==> src/rtl/btn_req_frontend.sv <==
// btn_req_frontend: debounces the board's active-low start/config buttons,
// captures request fields from switch_array in configuration mode and issues
// one req/ack-handshaked bus-master request per start press in operation mode.
// Optional feature macro: BTN_REQ_AUTOINC_EN (advance req_addr by burst length
// after every completed transaction).
module btn_req_frontend #(
    parameter int DEBOUNCE_CYCLES = 10,
    parameter int ADDR_WIDTH      = 12,
    parameter int DATA_WIDTH      = 8,
    parameter int BURST_WIDTH     = 4
) (
    input  logic                   clock,
    input  logic                   rst,
    input  logic                   enable,
    input  logic                   start_raw,
    input  logic                   cfg_raw,
    input  logic                   mode_switch,
    input  logic                   rw_switch,
    input  logic [11:0]            switch_array,
    input  logic                   m_busy,
    input  logic                   req_ack,
    output logic                   req,
    output logic                   req_rw,
    output logic [ADDR_WIDTH-1:0]  req_addr,
    output logic [DATA_WIDTH-1:0]  req_wdata,
    output logic [BURST_WIDTH-1:0] req_burst,
    output logic                   cfg_valid,
    output logic [7:0]             txn_count
);

    localparam int CW = (DEBOUNCE_CYCLES > 2) ? $clog2(DEBOUNCE_CYCLES) : 1;
    localparam logic [CW-1:0] CNT_LAST = CW'(DEBOUNCE_CYCLES - 1);

    localparam logic [1:0] S_IDLE      = 2'd0;
    localparam logic [1:0] S_WAIT_FREE = 2'd1;
    localparam logic [1:0] S_REQ       = 2'd2;
    localparam logic [1:0] S_BUSY      = 2'd3;

    // Button index 0 = start, 1 = config.
    logic [1:0] w_raw;
    logic [1:0] r_sync1;
    logic [1:0] r_sync2;
    logic [1:0] r_deb;
    logic [1:0] r_evt;

    logic [1:0]             r_state;
    logic                   r_req_rw;
    logic [ADDR_WIDTH-1:0]  r_req_addr;
    logic [DATA_WIDTH-1:0]  r_req_wdata;
    logic [BURST_WIDTH-1:0] r_req_burst;
    logic                   r_cfg_valid;
    logic                   r_cfg_step;
    logic [7:0]             r_txn_count;

    logic w_start_evt;
    logic w_cfg_evt;

    assign w_raw       = {cfg_raw, start_raw};
    assign w_start_evt = r_evt[0];
    assign w_cfg_evt   = r_evt[1];

    genvar g;
    generate
        for (g = 0; g < 2; g++) begin : g_btn
            logic [CW-1:0] r_cnt;

            // Synchronize, debounce and emit a one-cycle pulse on each accepted press.
            always_ff @(posedge clock) begin
                if (!rst) begin
                    r_sync1[g] <= 1'b1;
                    r_sync2[g] <= 1'b1;
                    r_deb[g]   <= 1'b1;
                    r_evt[g]   <= 1'b0;
                    r_cnt      <= '0;
                end else if (enable) begin
                    r_sync1[g] <= w_raw[g];
                    r_sync2[g] <= r_sync1[g];
                    r_evt[g]   <= 1'b0;
                    if (r_sync2[g] == r_deb[g]) begin
                        r_cnt <= '0;
                    end else if (r_cnt == CNT_LAST) begin
                        // This cycle is the DEBOUNCE_CYCLES-th mismatch: flip now.
                        r_cnt      <= '0;
                        r_deb[g]   <= r_sync2[g];
                        r_evt[g]   <= r_deb[g];
                    end else begin
                        r_cnt <= r_cnt + 1'b1;
                    end
                end
            end
        end
    endgenerate

    // Request FSM plus configuration capture, transaction counter and address advance.
    always_ff @(posedge clock) begin
        if (!rst) begin
            r_state     <= S_IDLE;
            r_req_rw    <= 1'b0;
            r_req_addr  <= '0;
            r_req_wdata <= '0;
            r_req_burst <= '0;
            r_cfg_valid <= 1'b0;
            r_cfg_step  <= 1'b0;
            r_txn_count <= '0;
        end else if (enable) begin
            case (r_state)
                S_IDLE: begin
                    if (w_start_evt && mode_switch && r_cfg_valid) begin
                        r_req_rw <= rw_switch;
                        r_state  <= m_busy ? S_WAIT_FREE : S_REQ;
                    end
                    if (w_cfg_evt && !mode_switch) begin
                        if (!r_cfg_step) begin
                            r_req_addr  <= switch_array[ADDR_WIDTH-1:0];
                            r_cfg_step  <= 1'b1;
                            r_cfg_valid <= 1'b0;
                        end else begin
                            r_req_wdata <= switch_array[DATA_WIDTH-1:0];
                            r_req_burst <= switch_array[11 -: BURST_WIDTH];
                            r_cfg_step  <= 1'b0;
                            r_cfg_valid <= 1'b1;
                        end
                    end
                end
                S_WAIT_FREE: begin
                    if (!m_busy) begin
                        r_state <= S_REQ;
                    end
                end
                S_REQ: begin
                    if (req_ack) begin
                        r_state <= S_BUSY;
                    end
                end
                default: begin
                    if (!m_busy) begin
                        r_state     <= S_IDLE;
                        r_txn_count <= r_txn_count + 8'd1;
`ifdef BTN_REQ_AUTOINC_EN
                        r_req_addr  <= r_req_addr + ADDR_WIDTH'(r_req_burst) + ADDR_WIDTH'(1);
`else
                        r_req_addr  <= r_req_addr;
`endif
                    end
                end
            endcase
        end
    end

    assign req       = (r_state == S_REQ);
    assign req_rw    = r_req_rw;
    assign req_addr  = r_req_addr;
    assign req_wdata = r_req_wdata;
    assign req_burst = r_req_burst;
    assign cfg_valid = r_cfg_valid;
    assign txn_count = r_txn_count;

endmodule

==> config.mk <==
export PLATFORM = sky130hd
export DESIGN_NAME = btn_req_frontend
export DESIGN_NICKNAME = d
export VERILOG_FILES = /design/src/rtl/btn_req_frontend.sv
export SDC_FILE = /design/constraint.sdc
export NUM_CORES = 1
export LEC_CHECK = 0
export CORE_ASPECT_RATIO = 1.75
export CORE_MARGIN = 10
export CORE_UTILIZATION = 30
export DETAILED_ROUTE_END_ITERATION = 12
export GPL_TIMING_DRIVEN = 0
export SYNTH_ARGS = -nofsm -noshare
export SYNTH_HDL_FRONTEND = slang
export SYNTH_SLANG_ARGS = --single-unit
==> constraint.sdc <==
create_clock -name clock -period 1.5 [get_ports clock]
set_input_delay 0.3 -clock clock [delete_from_list [all_inputs] [get_ports clock]]
set_output_delay 0.3 -clock clock [all_outputs]
set_load 0.005 [all_outputs]
# After elaboration in Yosys (flattened, before gate mapping)
# Cells that the tools add are included.
[word_totals]
word_cells = 66
out_inout_bits = 35
inputBits = 21
reg_bits = 53
[op_classes]
bitwise = 5
addsub = 3
reduce_logical = 14
n_mux = 16
n_eq_ne = 10
[ops]
columns = ["operator", "count"]
rows = [
  ["4-bit 2-to-1 mux", 4],
  ["3-bit AND reduction", 5],
  ["2-bit 2-to-1 mux", 5],
  ["4-bit by 1-bit adder with 4-bit output, second input constant", 2],
  ["8-bit by 1-bit adder with 8-bit output, second input constant", 1],
  ["4-bit == test, second input constant", 2],
  ["4-bit AND reduction", 2],
  ["1-bit 2-to-1 mux", 6],
  ["2-bit != test, second input constant", 3],
  ["2-bit one-hot mux with 3 select lines", 1],
  ["1-bit NOT", 5],
  ["5-bit AND reduction", 1],
  ["1-bit logical AND", 3],
  ["3-bit by 1-bit != test with 1-bit output, second input constant", 1],
  ["3-bit OR reduction", 1],
  ["1-bit == test", 2],
  ["2-bit by 1-bit == test with 1-bit output, second input constant", 1],
  ["2-bit == test, second input constant", 1],
  ["2-bit zero test", 1],
  ["1-bit zero test", 1],
]

# Depth between registers and ports, before layout
[depth]
word_depth = 4
depth_mapped = 8
depth_no_buf = 6

# Worst setup path after synthesis
# OpenSTA, ideal clock, no wires.
[synth_timing]
path_type = "reg2reg"
start = "reg r_state[1]"
end = "reg r_req_addr[10] (netlist: req_addr[10])"
t_arrival_ns = 1.491
setup_slack_ns = -0.119
setup_time_ns = 0.128
path_buffers = 1
stages_incl_launch_ff = 8
required_ns = 1.372
path_cell_list = "dfxtp_1 > inv_1 > ha_1 > nand4b_4 > nor2_1 > buf_6 > mux2i_1 > nor2_1"
[synth_between]
elab_chain_cells = 2
[synth_lines]
columns = ["element", "line", "text"]
rows = [
  ["from (decl)", "46", "logic [1:0] r_state;"],
  ["from (signal assigned)", "110", "r_state <= m_busy ? S_WAIT_FREE : S_REQ;"],
  ["2-bit zero test", "106", "case (r_state)"],
  ["4-bit AND reduction (no source line)", "-", ""],
  ["to (signal assigned)", "114", "r_req_addr <= switch_array[ADDR_WIDTH-1:0];"],
  ["to (signal assigned)", "142", "r_req_addr <= r_req_addr;"],
  ["to (decl)", "48", "logic [ADDR_WIDTH-1:0] r_req_addr;"],
]
# No other way between the ends.
# A chain may end at the register's enable or synchronous reset.

# Final worst setup path
[layout_timing]
start = "reg r_state[0]"
end = "reg r_req_wdata[3] (netlist: req_wdata[3])"
[layout_between]
elab_chain_cells = 2
[layout_lines]
columns = ["element", "line", "text"]
rows = [
  ["2-bit zero test", "106", ""],
  ["4-bit AND reduction (no source line)", "-", ""],
  ["to (signal assigned)", "118", "r_req_wdata <= switch_array[DATA_WIDTH-1:0];"],
  ["to (decl)", "49", "logic [DATA_WIDTH-1:0] r_req_wdata;"],
]
# No other way between the ends.

==> flow_metrics.env <==
export IMPL_r2r_slack_ns=-0.11
export IMPL_synth_seq_cells=53
export IMPL_grt_pass1_wl_um=9397
export IMPL_pin_count=56
export IMPL_relSlewSlack_pct=70.40
export IMPL_max_clock_path_buffers=2
export IMPL_startpoint="r_state[0]$_SDFFE_PN0P_"
export IMPL_setup_worst_path_end_class="flip-flop"
export IMPL_rsz0062_at_grt="yes"
export IMPL_synthArstFlopShare_pct=0
export IMPL_path_clk_slew_ns=0.07
export IMPL_yosysWarnings=0
export IMPL_clock_fmax_mhz=622.3
export IMPL_final_hold_violation_count=0
export IMPL_layout_drive_gt1_share_pct=16.29
export IMPL_setup_viol=24
export IMPL_area_growth_pct=43.92
export IMPL_worstPathRequired_ns=1.67
export IMPL_synth_edf_count=0
export IMPL_slowest_stage="dfxtp_4"
export IMPL_die_w_um=85.68
export IMPL_cp_buffers_inverters=4
export IMPL_crit_path_end="req_wdata[3]$_SDFFE_PN0P_"
export IMPL_reg2reg_depth=9
export IMPL_dieArea_um2=11560
export IMPL_num_rows=41
export IMPL_yosysTopAreaCell="dfxtp_1"
export IMPL_power_per_cell_area_nw_per_um2=818.7
export IMPL_vias=1852
export IMPL_syn_inst=235
export IMPL_antenna_found_initial=0
export IMPL_ys_types=32
export IMPL_cts_tree="done"
export IMPL_synth_cell_area_um2=2265
export IMPL_cts_root_buf="clkbuf_16"
export IMPL_synth_most_common_cell="dfxtp_1"
export IMPL_ir_drop_mv=0.8325
export IMPL_timing_rr_end="req_wdata[3]$_SDFFE_PN0P_"
export IMPL_crit_arrival_ns=1.77
export IMPL_wire_per_inst_um=14.53
export IMPL_routed_wl_um=5709
export IMPL_fillers=726
export IMPL_via_per_inst=4.712
export IMPL_reg2reg_from="r_state[0]$_SDFFE_PN0P_"
export IMPL_power_frac_seq_pct=52.8
export IMPL_finalInstanceArea_um2=3259
export IMPL_p_leak_nw=1.483
export IMPL_htreeDepth=2
export IMPL_final_core_util_pct=44.74
export IMPL_yosysTopAreaCellShare_pct=46.85
export IMPL_status="finished with violations"
export IMPL_dpl_cell_area_um2=2918
export IMPL_tightest_slew_ns=0.4439
export IMPL_power_mw=2.668
export IMPL_final_seq_area_um2=1084
export IMPL_hp_class="input pin to flip-flop"
export IMPL_ys_flop_type="dfxtp_1"
export IMPL_path_class="flip-flop to flip-flop"
export IMPL_drt_iter0_drc=57
export IMPL_crit_path_start_kind="flip-flop"
export IMPL_crit_path_frequent_cell="buf_6"
export IMPL_clock_latency_ns=0.29
export IMPL_drt_pass1_iter_count=4
export IMPL_drv_slew=0
export IMPL_crit_chain="inv_2 > buf_6 > ha_4 > nand4b_4 > or2_1 > buf_6 > clkbuf_16 > mux2i_1 > nor2_1"
export IMPL_hold_buffers=0
export IMPL_initial_utilization_pct=31.09
export IMPL_pre_cts_slack_ns=-0.3859
export IMPL_crit_cells=9
export IMPL_combPwrFrac_pct=5.2
export IMPL_dp_hpwl_um=4288
export IMPL_die_height_um=134.9
export IMPL_setup_slack_ns=-0.1070
export IMPL_grt_max_degree=17
export IMPL_timing_hold_ws_ns=0.3313
export IMPL_violations="setup timing"
export IMPL_syn_nets=265
export IMPL_drv_cap=0
export IMPL_drc_errors=0
export IMPL_finalCriticalPeriod_ns=1.607
export IMPL_p_clk_share_pct=42.1
export IMPL_synth_area_leaders="dfxtp_1, mux2i_1, nor2_1"
export IMPL_finalCritPeriodShare_pct=107.1
export IMPL_place_gp_congestion=0.7282
export IMPL_crit_family="buffers and inverters"
export IMPL_sw_frac_of_total_pct=21.88
export IMPL_cts_buffers=5
export IMPL_p_int_mw=2.085
export IMPL_cts_sinks=53
export IMPL_fin_skew_ns=0.004255
export IMPL_diodes=0
export IMPL_ys_seq_area_share_pct=46.85
export IMPL_multiInputGateArea_um2=1164
export IMPL_postRouteAntennaNets=0
export IMPL_core_area_um2=7284
export IMPL_synth_top_cells_by_count="dfxtp_1, nor2_1, mux2i_1, nand2_1, a21oi_1"
export IMPL_max_stage_delay_ns=0.35
export IMPL_track_usage_pct=10.01
export IMPL_grt_pass1_vias=1995
export IMPL_path_max_fanout=5
export IMPL_layout_nets=336
export IMPL_io_buffers=53
export IMPL_grt_overflow_total=0
export IMPL_p_sw_mw=0.5837
export IMPL_syn_area_per_cell_um2=9.637
[worst reg2reg max path, stage by stage (launching register included)]
cell	delay [ns]
dfxtp_4	0.35
inv_2	0.06
buf_6	0.09
ha_4	0.15
nand4b_4	0.11
or2_1	0.24
buf_6	0.14
clkbuf_16	0.15
mux2i_1	0.14
nor2_1	0.05
[per-stage QoR]
step	instances	TNS, ns
global route	393	-4.392
finish	393	-1.645
CTS	392	-2.329
detailed placement	374	-9.351
floorplan	235	0
global placement	374	-9.183
[cell usage in the layout (no fill, tap or decap), types with 7 or more instances in the layout]
cell type / synthesis / final
clkdlybuf4s50_1: 0 / 43
dfxtp_1: 53 / 45
dlymetal6s2s_1: 0 / 7
mux2i_1: 32 / 31
nand2_1: 21 / 21
nor2_1: 38 / 37
buf_4: 1 / 9
a21oi_1: 13 / 13
inv_1: 9 / 7
[cells by family after synthesis]
logic type                 synth area share, %
DFF                                      46.85
muxes                                    14.14
xor gates and xnor gates                 3.867
AOI/OAI and AO/OA                        7.292
buffers and inverters                    4.972
and+or+nand+nor                          17.90
adders and majority gates                4.972
[sequential cells by signal (all words and copies together), names as in the netlist, 2 cells and up]
| register | flops |
|---|---|
| r_state | 2 |
| r_sync2 | 2 |
| r_deb | 2 |
| req_wdata | 8 |
| g_btn.r_cnt | 8 |
| r_sync1 | 2 |
| txn_count | 8 |
| req_addr | 12 |
| req_burst | 4 |
[layout make-up]
type                            count  area share [%]
Multi-Input combinational cell    162           35.70
Buffer                             11           2.457
Timing Repair Buffer               64           19.88
Tap cell                           86           3.301
Clock inverter                      3          0.5374
Inverter                            9           1.036
Sequential cell                    53           33.24
Clock buffer                        5           3.839
[power by group through the flow]
stage	registers, mW	clock network (mW)	logic (mW)
floorplan	1.45	0	0.0610
global placement	1.45	0	0.135
detailed placement	1.45	0	0.136
CTS	1.41	1.16	0.140
global route	1.41	1.21	0.153
finish	1.41	1.12	0.138
[how the worst min path moves through the flow]
stage                                   startpoint                  endpoint  slack, ns  cells after the start
after floorplan                          start_raw   r_sync1[0]$_SDFFE_PN1P_       0.43                      2
after global placement    w_start_evt$_SDFFE_PN0P_  w_start_evt$_SDFFE_PN0P_       0.46                      2
after detailed placement  w_start_evt$_SDFFE_PN0P_  w_start_evt$_SDFFE_PN0P_       0.46                      2
after CTS                                      rst   r_sync1[0]$_SDFFE_PN1P_       0.34                      2
after global routing                           rst   r_sync2[0]$_SDFFE_PN1P_       0.36                      2
final                                          rst   r_sync2[0]$_SDFFE_PN1P_       0.33                      2
[repair_timing]
action / CTS / global route
setup endpoints to repair: 30 / 43
setup buffers: 10 / 0
resized for setup: 20 / 17
pin swaps: 8 / 2
gates cloned: 0 / 1
[routing by layer]
layer	track usage (%)	share of wire [%]	vias to the layer above
met2	18.44	55	33
met4	3.860	1.4	0
met3	4.639	7.1	5
li1	-	-	938
met1	9.158	36	876
met5	0	0	-
Power figures use the tool's default switching activity.
